## config.mk

```make
export PLATFORM = sky130hd
export DESIGN_NAME = cpu_run_ctrl
export DESIGN_NICKNAME = d
export VERILOG_FILES = /design/src/rtl/cpu_run_pkg.sv /design/src/rtl/sat_counter.sv /design/src/rtl/cpu_run_ctrl.sv
export SDC_FILE = /design/constraint.sdc
export NUM_CORES = 1
export LEC_CHECK = 0
export ABC_CLOCK_PERIOD_IN_PS = 3700
export CAP_MARGIN = 20
export CORE_ASPECT_RATIO = 1.4
export CORE_UTILIZATION = 51
export CTS_BUF_LIST = sky130_fd_sc_hd__clkbuf_4 sky130_fd_sc_hd__clkbuf_8 sky130_fd_sc_hd__clkbuf_16
export CTS_CLUSTER_SIZE = 30
export DETAILED_ROUTE_END_ITERATION = 10
export PLACE_DENSITY = 0.86
export SYNTH_ARGS = -nofsm -noshare
export SYNTH_HDL_FRONTEND = slang
export SYNTH_SLANG_ARGS = --single-unit
```

## constraint.sdc

```tcl
create_clock -name clock -period 3.7 [get_ports clock]
set_clock_uncertainty 0.1 [all_clocks]
set_input_delay 0.37 -clock clock [delete_from_list [all_inputs] [get_ports clock]]
set_output_delay 0.37 -clock clock [all_outputs]
set_load 0.02 [all_outputs]
```

## src/rtl/cpu_run_pkg.sv

```systemverilog
// Shared encodings for the CPU run controller: FSM states, run modes and stop causes.
package cpu_run_pkg;

  typedef logic [1:0] mode_t;
  typedef logic [1:0] cause_t;

  localparam logic [2:0] ST_IDLE  = 3'd0;
  localparam logic [2:0] ST_RUN   = 3'd1;
  localparam logic [2:0] ST_STEP  = 3'd2;
  localparam logic [2:0] ST_PAUSE = 3'd3;
  localparam logic [2:0] ST_DONE  = 3'd4;

  // Mode 3 is not decoded anywhere, so it behaves as FREE.
  localparam mode_t MODE_FREE   = 2'd0;
  localparam mode_t MODE_BUDGET = 2'd1;
  localparam mode_t MODE_STEP   = 2'd2;

  localparam cause_t CAUSE_NONE   = 2'd0;
  localparam cause_t CAUSE_BUDGET = 2'd1;
  localparam cause_t CAUSE_HALT   = 2'd2;
  localparam cause_t CAUSE_BREAK  = 2'd3;

endpackage

```

## src/rtl/sat_counter.sv

```systemverilog
// Up-counter with synchronous clear that sticks at all-ones instead of wrapping.
module sat_counter #(
  parameter int W = 16
) (
  input  logic         clock,
  input  logic         reset,
  input  logic         clear,
  input  logic         inc,
  output logic [W-1:0] count
);

  localparam logic [W-1:0] ONE = {{(W-1){1'b0}}, 1'b1};

  always_ff @(posedge clock or posedge reset) begin
    if (reset)
      count <= '0;
    else if (clear)
      count <= '0;
    else if (inc && (count != '1))
      count <= count + ONE;
  end

endmodule

```

## src/rtl/cpu_run_ctrl.sv

```systemverilog
// Gates the CPU clock enable so a run can be bounded, paused, single-stepped or
// stopped at a breakpoint.
//
// state | meaning
// IDLE  | after reset, CPU held
// RUN   | CPU enabled each cycle unless breakpoint or halt
// STEP  | one enabled cycle, then back to PAUSE
// PAUSE | held, waiting for Start/Step
// DONE  | run finished; Cause says why
module cpu_run_ctrl
  import cpu_run_pkg::*;
#(
  parameter int CYCLE_W = 16,
  parameter int ADDR_W  = 24
) (
  input  logic               clock,
  input  logic               reset,
  input  logic               start,
  input  logic               stop,
  input  logic               step,
  input  logic [1:0]         mode,
  input  logic [CYCLE_W-1:0] budget,
  input  logic               halt,
  input  logic [ADDR_W-1:0]  pc,
  input  logic               bp_en,
  input  logic [ADDR_W-1:0]  bp_addr,
  output logic               cpu_en,
  output logic [CYCLE_W-1:0] cycle_count,
  output logic               busy,
  output logic               paused,
  output logic               done,
  output logic [1:0]         cause
);

  logic [2:0]         state, state_nxt;
  mode_t              mode_q, mode_nxt;
  logic [CYCLE_W-1:0] budget_q, budget_nxt;
  cause_t             cause_q, cause_nxt;
  logic               skip, skip_nxt;
  logic               cnt_clr;
  logic               bp_hit;
  logic               budget_hit;
  logic [CYCLE_W:0]   cnt_inc;

  // skip masks the breakpoint for the first cycle after a resume so the
  // instruction parked at bp_addr can execute.
  assign bp_hit  = bp_en && (pc == bp_addr) && !skip;
  assign cpu_en  = ((state == ST_RUN) && !bp_hit && !halt) ||
                   ((state == ST_STEP) && !halt);
  // Extra bit keeps the compare correct when the count sits at all-ones.
  assign cnt_inc = {1'b0, cycle_count} + {{CYCLE_W{1'b0}}, 1'b1};
  assign budget_hit = (mode_q == MODE_BUDGET) && cpu_en && (cnt_inc == {1'b0, budget_q});

  always_comb begin
    state_nxt  = state;
    mode_nxt   = mode_q;
    budget_nxt = budget_q;
    cause_nxt  = cause_q;
    skip_nxt   = skip;
    cnt_clr    = 1'b0;
    case (state)
      ST_IDLE, ST_DONE: begin
        if (start) begin
          cnt_clr    = 1'b1;
          cause_nxt  = CAUSE_NONE;
          mode_nxt   = mode;
          budget_nxt = budget;
          if (mode == MODE_STEP)
            state_nxt = ST_PAUSE;
          else if ((mode == MODE_BUDGET) && (budget == '0)) begin
            state_nxt = ST_DONE;
            cause_nxt = CAUSE_BUDGET;
          end else
            state_nxt = ST_RUN;
        end
      end
      ST_RUN: begin
        skip_nxt = 1'b0;
        if (halt) begin
          state_nxt = ST_DONE;
          cause_nxt = CAUSE_HALT;
        end else if (stop) begin
          state_nxt = ST_PAUSE;
          cause_nxt = CAUSE_NONE;
        end else if (bp_hit) begin
          state_nxt = ST_PAUSE;
          cause_nxt = CAUSE_BREAK;
        end else if (budget_hit) begin
          state_nxt = ST_DONE;
          cause_nxt = CAUSE_BUDGET;
        end
      end
      ST_STEP: begin
        if (halt) begin
          state_nxt = ST_DONE;
          cause_nxt = CAUSE_HALT;
        end else
          state_nxt = ST_PAUSE;
      end
      ST_PAUSE: begin
        if (halt) begin
          state_nxt = ST_DONE;
          cause_nxt = CAUSE_HALT;
        end else if (start) begin
          if (mode_q == MODE_STEP)
            state_nxt = ST_STEP;
          else begin
            state_nxt = ST_RUN;
            skip_nxt  = 1'b1;
            cause_nxt = CAUSE_NONE;
          end
        end else if (step)
          state_nxt = ST_STEP;
      end
      default: state_nxt = ST_IDLE;
    endcase
  end

  always_ff @(posedge clock or posedge reset) begin
    if (reset) begin
      state    <= ST_IDLE;
      mode_q   <= MODE_FREE;
      budget_q <= '0;
      cause_q  <= CAUSE_NONE;
      skip     <= 1'b0;
    end else begin
      state    <= state_nxt;
      mode_q   <= mode_nxt;
      budget_q <= budget_nxt;
      cause_q  <= cause_nxt;
      skip     <= skip_nxt;
    end
  end

  sat_counter #(.W(CYCLE_W)) u_cycle_cnt (
    .clock (clock),
    .reset (reset),
    .clear (cnt_clr),
    .inc   (cpu_en),
    .count (cycle_count)
  );

  assign busy   = (state == ST_RUN) || (state == ST_STEP);
  assign paused = (state == ST_PAUSE);
  assign done   = (state == ST_DONE);
  assign cause  = cause_q;

endmodule
```

### Word level (Yosys, flattened, before mapping)

Index checks and enable logic that the tools add are counted.

| word-level totals | value |
|---|---|
| register bits | 40 |
| bits of input ports | 73 |

| cells by class | value |
|---|---|
| $add $sub $neg | 2 |
| eq/ne operators | 20 |
| mux-type cells | 33 |
| reduce and logical (&&, ||, !) cells | 24 |

Operators by type and width:

| kind | count |
|---|---|
| $mux W3 | 11 |
| $mux W16 | 2 |
| $eq A24 B24 Y1 | 1 |
| $mux W2 | 10 |
| $add A16 B1 Y17 const B | 1 |
| $eq A17 B16 Y1 | 1 |
| $add A16 B1 Y16 const B | 1 |
| $logic_not A16 Y1 | 1 |
| $ne A16 B16 Y1 const B | 1 |
| $pmux W3 S4 | 1 |
| $ne A2 B2 Y1 const B | 5 |
| $logic_and A1 B1 Y1 | 9 |
| $pmux W2 S4 | 1 |
| $mux W1 | 7 |
| $eq A3 B2 Y1 const B | 2 |
| $ne A3 B3 Y1 const B | 2 |
| $reduce_and A6 Y1 | 1 |
| $ne A5 B5 Y1 const B | 1 |
| $eq A2 B1 Y1 const B | 2 |
| $eq A2 B2 Y1 const B | 2 |
| $ne A4 B4 Y1 const B | 1 |
| $reduce_and A4 Y1 | 1 |
| $reduce_bool A2 Y1 | 2 |
| $reduce_bool A4 Y1 | 1 |
| 9 further kinds | 12 |

### Logic depth before layout (Yosys ltp)

| logic depth | value |
|---|---|
| depth in word-level cells | 14 |
| depth in mapped cells | 10 |
| gate-level depth less buffers | 8 |

### Modules after synthesis

A second synthesis with hierarchy kept.

| unflattened totals | value |
|---|---|
| cell total of the unflattened synthesis | 324 |
| area total of the unflattened synthesis | 2,967.8 um2 |

Modules (own cells, without submodules):

| module | instances | cells each | area each (um2) |
|---|---|---|---|
| cpu_run_ctrl | 1 | 223 | 2,035.7 |
| sat_counter | 1 | 101 | 932.1 |

### Least setup slack after synthesis

No wires, ideal clock.

| timing | value |
|---|---|
| kind | register to register |
| from | register u_cycle_cnt.count[0] |
| to | register cause_q[0] (netlist: cause[0]) |
| library setup time | 125 ps |
| arrival time | 2,461 ps |
| slack | 1,014 ps |
| stages on the path, launching flop included | 9 |
| clock period less this slack | 2,686 ps |
| cell sequence | dfrtp_1 > ha_1 > nand3_2 > nor2_1 > mux2_2 > o22ai_1 > nor4_2 > a21oi_4 > mux2_4 |

| on the way | value |
|---|---|
| longest elaborated chain between the ends | 5 |

RTL lines:

| element | RTL line | source |
|---|---|---|
| from (decl) | sat_counter.sv:9 | `output logic [W-1:0] count` |
| from (signal assigned) | sat_counter.sv:20 | `count <= count + ONE;` |
| $add A16 B1 Y17 | cpu_run_ctrl.sv:51 | `assign cnt_inc = {1'b0, cycle_count} + {{CYCLE_W{1'b0}}, 1'b1};` |
| $eq A17 B16 Y1 | cpu_run_ctrl.sv:52 | `assign budget_hit = (mode_q == MODE_BUDGET) && cpu_en && (cnt_inc == {1'b0, budget_q});` |
| $logic_and A1 B1 Y1 | cpu_run_ctrl.sv:52 |  |
| $ne A5 B5 Y1 (no source line) | - |  |
| $reduce_and A6 Y1 (no source line) | - |  |
| to (signal assigned) | cpu_run_ctrl.sv:130 | `cause_q <= cause_nxt;` |
| to (decl) | cpu_run_ctrl.sv:38 | `cause_t cause_q, cause_nxt;` |

No other way between the ends.
A chain may end at the register's enable or synchronous reset.

### Worst setup path in the final report

Same ends and word-level chain as after synthesis.

==> impl_metrics.ini <==
[outcome]
status = complete, no violations

[logic_synthesis]
synth_area_um2 = 2950
synthTopCellsByArea = dfrtp_1, xnor2_1, nand2_1, mux2i_1, xor2_1
ys_seq_area_frac = 0.339
synth_edf_count = 0
synth_top_area_cell = dfrtp_1
synth.distinct_cells = 66
postSynthCellCount = 337
async_flop_share = 1.00
synthFlopType = dfrtp_1
synth_top_cell_area_share = 0.339
synthesis.nets = 411
synth_warnings = 0
ys_seq_elements = 40
syn_avg_cell_area_um2 = 8.76

[grt]
track_usage = 0.283
antenna_found_initial = 0
grt_pass1_wl_mm = 13.1
gr-total-overflow = 0
grt_max_degree = 41
grt_pass1_vias = 2835

[power]
p_switching_mw = 0.915
power_density_nw_per_um2 = 554
p_clk_frac = 0.163
p_seq_frac = 0.322
power.internal_mw = 1.32
ir_worst_vdd_v = 0.000443
pwr-share-comb = 0.516
swShare = 0.410
p_leak_nw = 1.65

[clock_tree]
ctsHoldBuffers = 0
insertion_delay_ns = 0.30
clk_pin_slew_worst_paths_ns = 0.09
cts_sinks = 40
cts_root_buf = clkbuf_8
cts_tree = built
cts_resized = 0
numCtsBuffers = 5
cts.path.max_buffers = 2
post_cts_buffers = 0
cts_max_level = 2

[hold_path]
hp-class = in -> async

[route]
ant_nets = 0
drt_pre_antenna_iters = 4
routed_wirelength_mm = 8.21
drt_iter0_markers = 151
num_vias = 2843
route.detailed.drc = 0
viasPerCell = 5.76
wl_per_cell_um = 16.6

[final_layout]
post-route-util = 0.731
fin_nets = 499
finalNonFillerCells = 494
final_cell_mix = clkdlybuf4s50_1, nand2_1, dfrtp_1
area_delta_synth_final_pct = 36.8
diodes = 0
final_layout_size_suffix_gt1_frac = 0.0751
regArea_um2 = 1000
layout_commonest_cell = clkdlybuf4s50_1
multi_input_area_um2 = 1830
nFillCells = 430

[sta]
layout_min_cycle_time_ns = 3.02
timing.max_slew.rel_slack = 0.479
rsz0062_at_grt = no
holdWs_ns = 0.390
setup_ws_ns = 0.677
worst_pin_slew_ns = 0.762
setup_viol = 0
hold_viol_final = 0
tns_ns = 0
min_period_over_period = 0.817
maxSlewViolCount = 0
clock.fmax_mhz = 331

[placed_design]
place_inst = 486
place_hpwl_mm = 6.34
portBuffers = 94
pre_cts_ws_ns = 0.638
place.gp.congestion = 0.882

[setup_path]
cp_max_fo = 10
end_kind = register
arrival_ns = 3.10
required_ns = 3.78
crit_path_start_kind = register
critical_path_class = reg -> reg

[floorplan]
start_util = 0.534
io_pins = 95
die_y_um = 92.0
dieArea_um2 = 6100
core_area_um2 = 5530
rows = 32
dieWidth_um = 66.3

[flow_run]
maxCapViolations = 0
-- state kept, by name, indices dropped and copies added, names as in the netlist --
register           cells
budget_q              16
cause                  2
mode_q                 2
skip                   1
state                  3
u_cycle_cnt.count     16
-- worst paths after layout --
kind | from | to | slack (ns) | depth (start not counted)
min in group clock | skip | skip | 0.39 | 1
max in group asynchronous | reset | u_cycle_cnt.count[14] | 2.74 | 3
min reg2reg | skip | skip | 0.39 | 1
min | reset | mode_q[1] | 0.39 | 3
max | u_cycle_cnt.count[0] | cause[0] | 0.68 | 8
max reg2reg | u_cycle_cnt.count[0] | cause[0] | 0.68 | 8
-- cells in the mapped netlist (2+ instances only) --
library cell	number
a22o_1	5
inv_1	11
nor2_1	20
nor3_1	9
mux2i_1	11
xor2_1	12
nand2b_1	5
xnor2_1	32
and3_1	2
mux2_4	3
mux2_2	3
dfrtp_1	40
or3_1	3
o32a_1	2
nand4_1	9
buf_2	7
nor2b_1	4
o22ai_1	5
nor4_1	6
nand2_1	68
nand3_1	14
a2111oi_0	2
o21ai_0	9
nor4_2	2
a31oi_1	3
mux2_1	5
clkbuf_1	6
-- critical path, stage by stage (launching register included) --
cell	delay, ns
dfrtp_1	0.50
ha_1	0.31
nand3_2	0.25
nor2_1	0.36
mux2_2	0.39
o22ai_1	0.37
nor4_2	0.10
a21oi_4	0.22
mux2_4	0.31
-- power groups by stage --
stage                     Sequential (mW)  Clock [mW]  Combinational (mW)
final                               0.719       0.363                1.15
after global routing                0.739       0.386                1.26
after CTS                           0.717       0.365                1.15
after detailed placement            0.726           0                1.14
after global placement              0.721           0                1.11
after floorplan                     0.688           0               0.834
-- logic make-up after synthesis --
family,after synthesis,share of synthesized area
adder cells (fa/ha/maj),1,0.00424
flip-flops,40,0.339
AND/OR/NAND/NOR,157,0.276
buffers and inverters,28,0.0428
multiplexers,22,0.0831
XOR/XNOR,45,0.136
AO/OA/AOI/OAI,44,0.119
-- layer usage --
metal	track usage	wire length, um	vias up
li1	-	-	1356
met1	0.315	3070	1349
met2	0.514	4260	121
met3	0.0609	679	17
met4	0.0940	199	0
met5	0	0	-
-- layout make-up --
cell class                      count  area share
Clock buffer                        5      0.0170
Clock inverter                      3      0.0105
Inverter                           11      0.0102
Multi-Input combinational cell    269       0.453
Sequential cell                    40       0.248
Tap cell                           68      0.0211
Timing Repair Buffer               98       0.241
-- through the flow --
step / power, mW / instance area [um^2]
after global routing: 2.38 / 4040
after detailed placement: 1.87 / 3930
after global placement: 1.83 / 3930
after floorplan: 1.52 / 2950
after CTS: 2.23 / 4040
final: 2.23 / 4040
Note: power is estimated with default switching activity, not from simulation.
